File: src/rtl/mul_div_unit.sv
// -----------------------------------------------------------------------------
// mul_div_unit
//
// Multi-cycle 16-bit multiply/divide unit for the EX stage. It produces a 32-bit
// result that the forwarding select stage splits into high and low halves.
//   MUL  (00) signed product         MULU (01) unsigned product
//   DIV  (10) signed {rem, quot}     DIVU (11) unsigned {rem, quot}
// Each operation takes a fixed 17 cycles from the start sample to done:
// 16 iterations in CALC, then one FIX cycle for sign correction.
//
// Configuration macro: MULDIV_DIV_EN
//   defined   - the divide datapath is built in.
//   undefined - divide ops still run the full sequence and pulse done, but
//               return result = 0 and div_by_zero = 0.
//
// Ports
//   clk          rising-edge clock
//   rst_n        asynchronous active-low reset
//   start        request an operation, sampled only while idle
//   op[1:0]      operation select
//   a[15:0]      multiplicand / dividend
//   b[15:0]      multiplier / divisor
//   flush        synchronous abort: back to idle, no done, outputs untouched
//   busy         operation in progress (registered)
//   done         one-cycle pulse, result valid (registered)
//   result[31:0] product, or {remainder, quotient}; held until the next FIX
//   div_by_zero  set together with done when a divide had b = 0
// -----------------------------------------------------------------------------
module mul_div_unit (
  input  logic        clk,
  input  logic        rst_n,
  input  logic        start,
  input  logic [1:0]  op,
  input  logic [15:0] a,
  input  logic [15:0] b,
  input  logic        flush,
  output logic        busy,
  output logic        done,
  output logic [31:0] result,
  output logic        div_by_zero
);

  typedef enum logic [1:0] {
    IDLE = 2'd0,
    CALC = 2'd1,
    FIX  = 2'd2
  } state_t;

  state_t      state, state_d;
  logic [4:0]  cnt;
  logic        div_q;     // operation in flight is a divide
  logic        neg_q;     // product / quotient must be negated in FIX
  logic [15:0] opnd;      // multiplicand magnitude, or divisor magnitude
  logic [31:0] acc;       // mul: {partial sum, multiplier}; div: {rem, quot}

  logic        load, step, finish;
  logic        busy_d;

  // Operand magnitudes; unsigned ops (op[0] = 1) pass operands straight through.
  logic        is_signed;
  logic [15:0] a_mag, b_mag;

  assign is_signed = ~op[0];
  assign a_mag     = (is_signed && a[15]) ? (~a + 16'd1) : a;
  assign b_mag     = (is_signed && b[15]) ? (~b + 16'd1) : b;

  // ---------------------------------------------------------------------------
  // FSM
  // ---------------------------------------------------------------------------
  // NOTE: sequential state uses non-blocking assignments so every register
  // samples the values from before the edge, independent of statement order.
  always_ff @(posedge clk or negedge rst_n) begin
    if (!rst_n) begin
      state <= IDLE;
      busy  <= 1'b0;
      done  <= 1'b0;
    end else begin
      state <= state_d;
      busy  <= busy_d;
      done  <= finish;
    end
  end

  // NOTE: every output of this block gets a default first, so no path through
  // the case statement can leave a signal unassigned and infer a latch.
  always_comb begin
    state_d = state;
    load    = 1'b0;
    step    = 1'b0;
    finish  = 1'b0;
    unique case (state)
      IDLE: begin
        // flush wins over a simultaneous start
        if (start && !flush) begin
          load    = 1'b1;
          state_d = CALC;
        end
      end
      CALC: begin
        if (flush) begin
          state_d = IDLE;
        end else begin
          step = 1'b1;
          if (cnt == 5'd15) state_d = FIX;
        end
      end
      FIX: begin
        // FIX always leaves; a flush only suppresses done and the result update
        state_d = IDLE;
        finish  = !flush;
      end
      default: state_d = IDLE;
    endcase
    busy_d = (state_d != IDLE);
  end

  // ---------------------------------------------------------------------------
  // Iteration datapath
  // ---------------------------------------------------------------------------
  // Shift-add: the multiplier sits in acc[15:0] and is consumed from bit 0 while
  // the partial product grows into the top half, shifting right each step.
  logic [16:0] mul_sum;
  logic [31:0] mul_next;

  assign mul_sum  = {1'b0, acc[31:16]} + (acc[0] ? {1'b0, opnd} : 17'd0);
  assign mul_next = {mul_sum, acc[15:1]};

`ifdef MULDIV_DIV_EN
  logic        rneg_q;    // remainder takes the dividend's sign
  logic        dbz_q;     // divisor was zero
  // Restoring division: the dividend sits in acc[15:0] and shifts into the
  // remainder half; a non-negative trial difference sets the quotient bit.
  // The remainder stays below the divisor, so a 17-bit trial is enough and
  // bit 16 of the difference acts as the borrow.
  logic [16:0] div_shift, div_trial;
  logic [31:0] div_next;

  assign div_shift = {acc[31:16], acc[15]};
  assign div_trial = div_shift - {1'b0, opnd};
  assign div_next  = div_trial[16] ? {div_shift[15:0], acc[14:0], 1'b0}
                                   : {div_trial[15:0], acc[14:0], 1'b1};
`endif

  // NOTE: only control and datapath registers are reset here; there is no
  // memory array, so every flop can take the asynchronous reset cheaply.
  always_ff @(posedge clk or negedge rst_n) begin
    if (!rst_n) begin
      cnt    <= 5'd0;
      div_q  <= 1'b0;
      neg_q  <= 1'b0;
      opnd   <= 16'd0;
      acc    <= 32'd0;
`ifdef MULDIV_DIV_EN
      rneg_q <= 1'b0;
      dbz_q  <= 1'b0;
`endif
    end else if (load) begin
      cnt   <= 5'd0;
      div_q <= op[1];
      neg_q <= is_signed & (a[15] ^ b[15]);
`ifdef MULDIV_DIV_EN
      rneg_q <= is_signed & a[15];
      dbz_q  <= (b == 16'd0);
      if (op[1]) begin
        opnd <= b_mag;
        acc  <= {16'd0, a_mag};
      end else begin
        opnd <= a_mag;
        acc  <= {16'd0, b_mag};
      end
`else
      opnd <= a_mag;
      acc  <= {16'd0, b_mag};
`endif
    end else if (step) begin
      cnt <= cnt + 5'd1;
`ifdef MULDIV_DIV_EN
      acc <= div_q ? div_next : mul_next;
`else
      acc <= mul_next;
`endif
    end
  end

  // ---------------------------------------------------------------------------
  // FIX: sign correction and result register
  // ---------------------------------------------------------------------------
  logic [31:0] res_d;
  logic        dbz_d;

`ifdef MULDIV_DIV_EN
  logic [15:0] quot_fix, rem_fix;
  // On divide by zero the loop already leaves |a| in the remainder, and the
  // dividend sign restores a exactly (including 16'h8000); only the quotient
  // needs forcing to all ones.
  assign rem_fix  = rneg_q ? (~acc[31:16] + 16'd1) : acc[31:16];
  assign quot_fix = dbz_q  ? 16'hFFFF
                  : (neg_q ? (~acc[15:0] + 16'd1) : acc[15:0]);
`endif

  always_comb begin
    res_d = neg_q ? (~acc + 32'd1) : acc;
    dbz_d = 1'b0;
    if (div_q) begin
`ifdef MULDIV_DIV_EN
      res_d = {rem_fix, quot_fix};
      dbz_d = dbz_q;
`else
      res_d = 32'd0;
`endif
    end
  end

  always_ff @(posedge clk or negedge rst_n) begin
    if (!rst_n) begin
      result      <= 32'd0;
      div_by_zero <= 1'b0;
    end else if (finish) begin
      result      <= res_d;
      div_by_zero <= dbz_d;
    end
  end

endmodule

File: config.mk
export PLATFORM = sky130hd
export DESIGN_NAME = mul_div_unit
export DESIGN_NICKNAME = d
export VERILOG_FILES = /design/src/rtl/mul_div_unit.sv
export SDC_FILE = /design/constraint.sdc
export NUM_CORES = 1
export LEC_CHECK = 0
export CORE_MARGIN = 3
export CORE_UTILIZATION = 35
export CTS_CLUSTER_SIZE = 28
export DETAILED_ROUTE_END_ITERATION = 8
export PLACE_DENSITY_LB_ADDON = 0.08
export REMOVE_ABC_BUFFERS = 1
export SETUP_SLACK_MARGIN = 0.02
export SLEW_MARGIN = 5
export SYNTH_ARGS = -nofsm -noshare
export SYNTH_HDL_FRONTEND = slang
export SYNTH_SLANG_ARGS = --single-unit
File: constraint.sdc
create_clock -name clk -period 3.25 [get_ports clk]
set_input_delay 0.975 -clock clk [delete_from_list [all_inputs] [get_ports clk]]
set_output_delay 0.975 -clock clk [all_outputs]
set_load 0.1 [all_outputs]
; After elaboration in Yosys (flattened, before gate mapping)
; Cells that the tools add are included.
[totals]
in_bits = 38
regBits = 91
output_inout_bits = 35
word_cells = 48
[classes]
n_eq_ne = 3
n_addsub = 5
reduce_logical = 7
n_bitwise = 6
n_mux = 18
[op_table]
columns = operator, n
row1 = $mux W32, 4
row2 = $mux W16, 3
row3 = $add A16 B1 Y16 const B, 2
row4 = $add A32 B1 Y32 const B, 1
row5 = $not A16 Y16, 2
row6 = $not A32 Y32, 1
row7 = $add A16 B16 Y17, 1
row8 = $mux W5, 2
row9 = $mux W2, 3
row10 = $add A5 B1 Y5 const B, 1
row11 = $eq A5 B4 Y1 const B, 1
row12 = $mux W1, 5
row13 = $pmux W2 S2, 1
row14 = $reduce_bool A2 Y1, 2
row15 = $logic_and A1 B1 Y1, 3
row16 = $eq A2 B1 Y1 const B, 1
row17 = $eq A2 B2 Y1 const B, 1
row18 = $logic_not A2 Y1, 1
row19 = $and A1 B1 Y1, 1
row20 = $logic_not A1 Y1, 1
row21 = $not A1 Y1, 1
row22 = $xor A1 B1 Y1, 1

; Longest topological paths before layout
; Gate-level depths: netlist (run 1).
[logic_depth]
ltp_word = 5
ltp_mapped = 10
mapped_depth_nobuf = 9

; Worst setup path after synthesis (run 1)
; OpenSTA, ideal clock, no wires.
[synth_timing]
path_type = reg2reg
startpoint = register acc[0]
endpoint = register acc[29]
setup_time_ns = 0.122
arrival_ns = 2.444
path_stages_with_launch = 11
slack_ns = 0.684
synth_period_minus_slack_ns = 2.566
t_required_ns = 3.128
path_buffers = 1
path_cell_list = dfrtp_1 clkbuf_1 and2_1 ha_1 inv_1 fa_1 nor2b_1 o31ai_1 a2111oi_0 o31ai_1 a32o_1
[synth_via]
elab_chain_cells = 4
[synth_rtl]
columns = element, line
row1 = start: declaration, 54  ; logic [31:0] acc;
row2 = start signal: assignment, 173  ; acc <= {16'd0, b_mag};
row3 = start signal: assignment, 180  ; acc <= mul_next;
row4 = $mux W16, 125  ; assign mul_sum = {1'b0, acc[31:16]} + (acc[0] ? {1'b0, opnd} : 17'd0);
row5 = $add A16 B16 Y17, 125
row6 = $mux W32, 175  ; end else if (step) begin
row7 = $mux W32, 157  ; end else if (load) begin
; No other way between the ends. The select of a mux whose other input is x is not followed.
; A chain may end at the register's enable or synchronous reset.

; Worst setup path after layout (run 1)
; Ends and elaborated chain as after synthesis.

==> summary.md, run 1 <==
| Metric | Value |
|---|---|
| Cell Area, Synth | 5840 µm² |
| Cell-internal power | 0.00258 W |
| HP Class | register to register |
| Top_reg_cell synth | dfrtp_1 |
| H-tree depth | 3 |
| Seq/Total Area, Yosys | ~39% |
| Seq pwr share | about 39% |
| TritonCTS Sinks | 91 |
| Die height | 135 µm |
| Hold Startpoint | opnd[9] |
| Reg clk slew, reported paths | ~0.07 ns |
| Ys Warns | 0 |
| Gate Count Post-Synth | approximately 660 |
| CTS Root Cell | clkbuf_16 |
| CP required | between 3 and 4 ns |
| DP Wirelength | roughly 12 mm |
| Area of placed instances | a little under 7000 µm² |
| Nets | 788 |
| Worst slew pin tran | approximately 0.76 ns |
| Gpl congestion | 0.865 |
| DIE AREA | around 18000 µm² |
| Fin cells | 948 |
| Setup violation total in the final timing report | 0 |
| # diodes | 0 |
| Worst reg2reg path startpoint | acc[0] |
| Core area | 16100 µm² |
| Final period demand of the worst path | 2.78 ns |
| Yosys cell types | 65 |
| Max cap viols | 0 |
| CP delay by family, top | simple AND/OR/NAND/NOR gates |
| WL/cell | about 16 µm |
| Hold Buf Count CTS | 0 |
| Grt ovf | 0 |
| Initial antenna violation count | 0 |
| Reg2reg path depth | 10 |
| Drt first pass iters | 4 |
| Worst Hold Depth | 2 |
| Pins over their slew limit | 0 |
| Stages on worst setup path | 10 |
| Routed vias | a little over 5000 |
| CP startpoint kind | register |
| Crit path from | acc[0] |
| Kind of critical path | register to register |
| Overall die width | 135 µm |
| Port Buffers | 71 |
| DRC Markers | 0 |
| Net Sw Power | 0.00152 W |
| RSZ-0062 raised after global routing | false |
| Worst setup EP type | register |
| Number of hold violations in the final report | 0 |
| Slew margin rel. | 49.2% |
| FP Rows | 46 |
| Clock power frac | a little over a quarter |
| GRT Util Overall | between 10% and 20% |
| Placed Cells incl. Taps | between 900 and 1000 |
| Final wirelength | about 15 mm |
| Sw frac | 37.1% |
| CP max stage delay | about 0.5 ns |
| Vias in the first global route | ~4900 |
| Layout area overhead | 21.4% |
| Final Instance Area | ~7100 µm² |
| Yosys reg bits | roughly 90 |
| WP buf/inv | 2 |
| VDD IR-drop max | around 0.29 mV |
| CTS buffer count | 9 |
| PostCTS Resize Cnt | 0 |
| Logic pwr share | 34.4% |
| Util after Layout | between 40% and 50% |
| Layout cells sized above 1 | between 10 and 15% |
| Critical-path maximum fanout | 7 |
| WP data arrival | just over 3 ns |
| TritonCTS clock tree | done |
| Status | finished clean |
| Syn Area/Cell | 8.81 µm² |
| Leakage | 3.18 nW |
| Pwr Density | between 500 and 600 nW/µm² |
| CP cell instances | and2_1 > ha_1 > inv_1 > fa_1 > nor2b_1 > o31ai_1 > a2111oi_0 > buf_4 > or4_1 > a32o_1 |
| Post CTS Setup Buffer Count | 0 |
| Post-synth EDFFs | 0 |
| Post-DR vias/cell | 5.35 |
| Ports | 73 |
| Max Clk Rate | approximately 0.36 GHz |
| Post-DRT Antenna Nets | 0 |
| 1st-iter DRT viols | about 280 |
| Clk_lat worst skew | 0.35 ns |
| Clk buf depth | 2 |
| Global-route wire length before repair | between 20 and 30 mm |
| Skew final | between 0.005 and 0.006 ns |
| Crit-path slowest cell | or4_1 |
| Synth async-reset ratio | 100% |
| Largest net degree at the start of global routing | 53 |
| Initial Utilization | a little over a third |
| Final Cycle Share | 85.5% |
==> path summary, 6_finish.rpt <==
kind                                  end  slack [ns]
worst max-delay path              acc[29]        0.47
worst min-delay path              opnd[9]        0.47
worst max register to register    acc[29]        0.47
worst min register to register    opnd[9]        0.47
max in group asynchronous         opnd[6]        1.96
min in group asynchronous       result[3]        0.61
==> area by class of cell <==
| class | instances | area (µm²) |
|---|---|---|
| fillers | 1633 | 9030 |
| multi-input cells | 508 | 3320 |
| flip-flops and latches | 91 | 2280 |
| repair buffers | 93 | 813 |
| well taps | 216 | 270 |
| clock buffers | 12 | 267 |
| inverters | 25 | 93.8 |
| clock inverters | 3 | 46.3 |
==> flip-flops by register name (all words and copies together), names as in the netlist <==
signal and cells:
acc 32, busy 1, cnt 5, div_q 1, done 1, neg_q 1, opnd 16, result 32
state 2
==> logic make-up (layout without fill, tap and decap cells) <==
logic type,Yosys count,count (layout),synth area share (%)
XOR/XNOR,63,63,9.45
buffers and inverters,64,133,4.35
other,1,1,0.0642
flip-flops,91,91,39.0
AO/OA/AOI/OAI,185,185,21.9
multiplexers,5,5,0.879
adder cells (fa/ha/maj),22,22,4.84
AND/OR/NAND/NOR,232,232,19.6
==> tightest hold or removal path, cell delays in order, from the launching register on <==
cell	delay, ns
dfrtp_1	0.33
nand2_1	0.05
o21ai_0	0.06
==> placed cells by master, fill, tap and decap left out, drive strengths merged, types with 4 or more instances in the layout <==
| master | count |
|---|---|
| o31ai | 19 |
| a211oi | 6 |
| or3 | 8 |
| clkdlybuf4s50 | 36 |
| a22o | 22 |
| and2 | 17 |
| buf | 57 |
| a31oi | 18 |
| o41ai | 5 |
| a21o | 5 |
| nand2 | 88 |
| mux2i | 4 |
| nand4 | 5 |
| nand2b | 7 |
| o211ai | 6 |
| xnor2 | 38 |
| nor4 | 5 |
| o21ai | 43 |
| clkbuf | 12 |
| a41oi | 7 |
| nor2 | 42 |
| or4 | 8 |
| dfrtp | 91 |
| nor3 | 15 |
| nand3b | 4 |
| nand3 | 8 |
| xor2 | 25 |
| inv | 25 |
| o21a | 4 |
| a21oi | 31 |
| ha | 21 |
| and3 | 12 |
==> cell usage after synthesis (all sizes together) (4+ instances only) <==
library cell | count | area share, %
xnor2 | 38 | 5.7
o31ai | 19 | 2.5
o21a | 4 | 0.51
a21oi | 31 | 2.7
a41oi | 7 | 1.0
xor2 | 25 | 3.7
dfrtp | 91 | 39
o41ai | 5 | 1.2
a22o | 22 | 3.3
clkbuf | 32 | 2.1
and2 | 17 | 1.8
buf | 7 | 0.69
nand2b | 7 | 0.75
or4 | 8 | 1.1
inv | 25 | 1.6
a31oi | 18 | 1.9
a211oi | 6 | 0.77
nor2 | 42 | 2.7
nand4 | 5 | 0.54
mux2i | 4 | 0.69
ha | 21 | 4.5
nor4 | 5 | 0.54
o211ai | 6 | 0.77
nand3 | 8 | 0.69
nand3b | 4 | 0.51
or3 | 8 | 0.94
and3 | 12 | 1.3
nor3 | 15 | 1.4
nand2 | 88 | 5.7
a21o | 5 | 0.64
o21ai | 43 | 3.7
==> metrics by stage <==
stage,hold slack (ns),TNS [ns],power [W],setup slack (ns)
2_1_floorplan,0.442,-14.39,0.00253,-0.962
3_3_place_gp,0.460,0,0.00299,0.330
3_5_place_dp,0.464,0,0.00302,0.280
4_1_cts,0.479,0,0.00413,0.436
5_1_grt,0.495,0,0.00438,0.266
6_report,0.472,0,0.00411,0.471
==> per-layer routing <==
layer | track usage [%] | vias up | part of all wire [%]
met3 | 3.19 | 25 | 3.9
met5 | 0 | - | 0
li1 | - | 2527 | -
met2 | 28.5 | 99 | 47
met1 | 23.2 | 2425 | 47
met4 | 5.77 | 0 | 2.1
==> power groups by stage <==
stage          combinational, W  sequential, W  clock (W)
4_1_cts                 0.00142        0.00158    0.00113
2_1_floorplan          0.000999        0.00153          0
3_3_place_gp            0.00139        0.00160          0
5_1_grt                 0.00159        0.00162    0.00118
3_5_place_dp            0.00142        0.00161          0
6_report                0.00141        0.00159    0.00111
Note: power is estimated with default switching activity, not from simulation.
==> inputs of run 2 (changes only) <==
--- a/config.mk
+++ b/config.mk
@@ -16,3 +16,4 @@
 export SYNTH_ARGS = -nofsm -noshare
 export SYNTH_HDL_FRONTEND = slang
 export SYNTH_SLANG_ARGS = --single-unit
+export TNS_END_PERCENT = 100
==> results of run 2 <==
Same layout as run 1: the final DEF is identical, and so are final timing and power.
==> inputs of run 3 (changes only) <==
--- a/config.mk
+++ b/config.mk
@@ -5,10 +5,12 @@
 export SDC_FILE = /design/constraint.sdc
 export NUM_CORES = 1
 export LEC_CHECK = 0
+export ABC_CLOCK_PERIOD_IN_PS = 3250
 export CORE_MARGIN = 3
 export CORE_UTILIZATION = 35
 export CTS_CLUSTER_SIZE = 28
 export DETAILED_ROUTE_END_ITERATION = 8
+export GPL_ROUTABILITY_DRIVEN = 0
 export PLACE_DENSITY_LB_ADDON = 0.08
 export REMOVE_ABC_BUFFERS = 1
 export SETUP_SLACK_MARGIN = 0.02
==> run 3 against run 2 <==
  * Clock power is 9.9% lower
  * Flip-flop and latch count stayed put
  * Largest power group unchanged
  * Sequential share of layout area is 0.23 points higher
  * Via count is 0.33% lower
==> summary.md, run 3 (synthesized netlist as in run 1, its figures left out) <==
| Metric | Value |
|---|---|
| Grt ovf | 0 |
| Final Cycle Share | between 80% and 90% |
| CP cell instances | and2_1 > ha_1 > inv_1 > fa_1 > nor2b_1 > o31ai_1 > a2111oi_0 > buf_4 > or4_1 > a32o_1 |
| Net Sw Power | 0.00152 W |
| Post-DRT Antenna Nets | 0 |
| Number of hold violations in the final report | 0 |
| Clock power frac | about a quarter |
| Clk buf depth | 2 |
| Footprint of the multi-input gates | ~3300 µm² |
| Hold Buf Count CTS | 0 |
| Worst slew pin tran | slightly above 0.7 ns |
| Kind of critical path | register to register |
| Worst R2R Setup Slack | 0.46 ns |
| FP Rows | 46 |
| Placed Cells incl. Taps | about 930 |
| DIE AREA | ~18000 µm² |
| Reg2reg end | acc[29] |
| Initial Utilization | between 30% and 40% |
| WP data arrival | a little over 3 ns |
| Layout area overhead | 20.5% |
| CTS Root Cell | clkbuf_16 |
| WL/cell | 16.3 µm |
| WP buf/inv | 2 |
| Status | finished clean |
| Ports | between 70 and 80 |
| TritonCTS Sinks | 91 |
| Final wirelength | 15.4 mm |
| Most frequent cells in the layout | 91 x dfrtp_1, 88 x nand2_1, 55 x buf_4 |
| RSZ-0062 raised after global routing | false |
| Seq pwr share | between 30% and 40% |
| Post-DR vias/cell | 5.34 |
| CP required | 3.49 ns |
| Vias in the first global route | between 4000 and 5000 |
| Logic pwr share | between 30% and 40% |
| CP max stage delay | 0.49 ns |
| Total Power | approximately 0.004 W |
| Routed vias | 5059 |
| H-tree depth | 3 |
| CP startpoint kind | register |
| Nets | 787 |
| Stages on worst setup path | 10 |
| CP delay by family, top | compound AO/OA/AOI/OAI gates |
| Worst reg2reg path startpoint | acc[0] |
| Overall die width | between 100 and 150 µm |
| Final Instance Area | about 7000 µm² |
| Max Clk Rate | between 0.3 and 0.4 GHz |
| Crit-path slowest cell | or4_1 |
| PostCTS Resize Cnt | 0 |
| DRC Markers | 0 |
| Layout cells sized above 1 | 11.5% |
| Initial antenna violation count | 0 |
| Leakage | 3.16 nW |
| Hold_ws | 0.471 ns |
| Worst Hold Depth | 2 |
| Max cap viols | 0 |
| DP Wirelength | approximately 12 mm |
| Global-route wire length before repair | around 26 mm |
| Drt first pass iters | 4 |
| CTS buffer count | 9 |
| Skew final | between 0.009 and 0.01 ns |
| Die height | approximately 140 µm |
| VDD IR-drop max | 0.302 mV |
| Hold Startpoint | opnd[8] |
| Clk_lat worst skew | 0.35 ns |
| Critical-path maximum fanout | 7 |
| Sw frac | between 30% and 40% |
| Pwr Density | around 570 nW/µm² |
| TritonCTS clock tree | done |
| Final period demand of the worst path | approximately 2.8 ns |
| Reg clk slew, reported paths | 0.07 ns |
| Commonest non-fill, non-tap cell in the layout | dfrtp_1 |
| 1st-iter DRT viols | roughly 300 |
| Setup slack after layout | 0.458 ns |
| HP Class | register to register |
| Slew margin rel. | around half |
| Setup violation total in the final timing report | 0 |
| Worst setup EP type | register |
| Port Buffers | 71 |
| # diodes | 0 |
| Post CTS Setup Buffer Count | 0 |
| Largest registers | acc: 32 flops, result: 32 flops, opnd: 16 flops |
| Place WS | 0.303 ns |
| Area taken by flip-flops and latches | between 2000 and 2500 µm² |
| Area of placed instances | just under 7000 µm² |
| Largest net degree at the start of global routing | 52 |
| Hold EP | opnd[8] |
| Core area | 16100 µm² |
| GRT Util Overall | between 10% and 20% |
| Pins over their slew limit | 0 |
| Cell-internal power | approximately 0.0025 W |
| Reg2reg path depth | 10 |
| Fill cell count | 1625 |
| Fin cells | between 900 and 1000 |
run 3: changes by cell type in the layout (fill, tap and decap cells not counted):
cell and delta:
bufinv_16 -1, clkinv_4 -1, clkbuf_1 +1, clkbuf_8 -1, buf_12 -1, clkinvlp_4 +1, clkinv_2 +2
run 3: power by group through the flow:
stage	registers [W]	logic, W	clock network (W)
final	0.00159	0.00141	0.00100
after global routing	0.00162	0.00158	0.00108
after CTS	0.00158	0.00141	0.00103
after detailed placement	0.00161	0.00141	0
after global placement	0.00160	0.00139	0
after floorplan	0.00153	0.000999	0
run 3: final cells by class:
type                            count  area share [%]
Clock buffer                       12            3.65
Clock inverter                      4           0.356
Inverter                           25            1.33
Multi-Input combinational cell    508            47.2
Sequential cell                    91            32.4
Tap cell                          216            3.84
Timing Repair Buffer               92            11.3
run 3: how the worst max path moves through the flow:
stage,from,to,slack (ns)
after global placement,flush,result[27],0.33
after detailed placement,flush,result[27],0.30
after global routing,acc[0],acc[29],0.31
after floorplan,flush,acc[30],-0.96
final,acc[0],acc[29],0.46
after CTS,acc[0],acc[29],0.44
run 3: metrics by stage:
stage	TNS (ns)	utilization, %
after floorplan	-14.39	-
after global placement	0	41.9
after detailed placement	0	41.9
after CTS	0	43.7
after global routing	0	43.7
final	0	43.7
run 3: metal layers:
layer	global-route usage, %	part of all wire [%]	up-vias
met1	23.5	47	2410
li1	-	-	2525
met2	28.9	47	107
met3	2.34	4.1	17
met5	0	0	-
met4	5.66	1.7	0
run 3: tightest hold or removal path: stages, from the launching register on:
cell     delay (ns)
dfrtp_1        0.33
nand2_1        0.05
o21ai_0        0.06
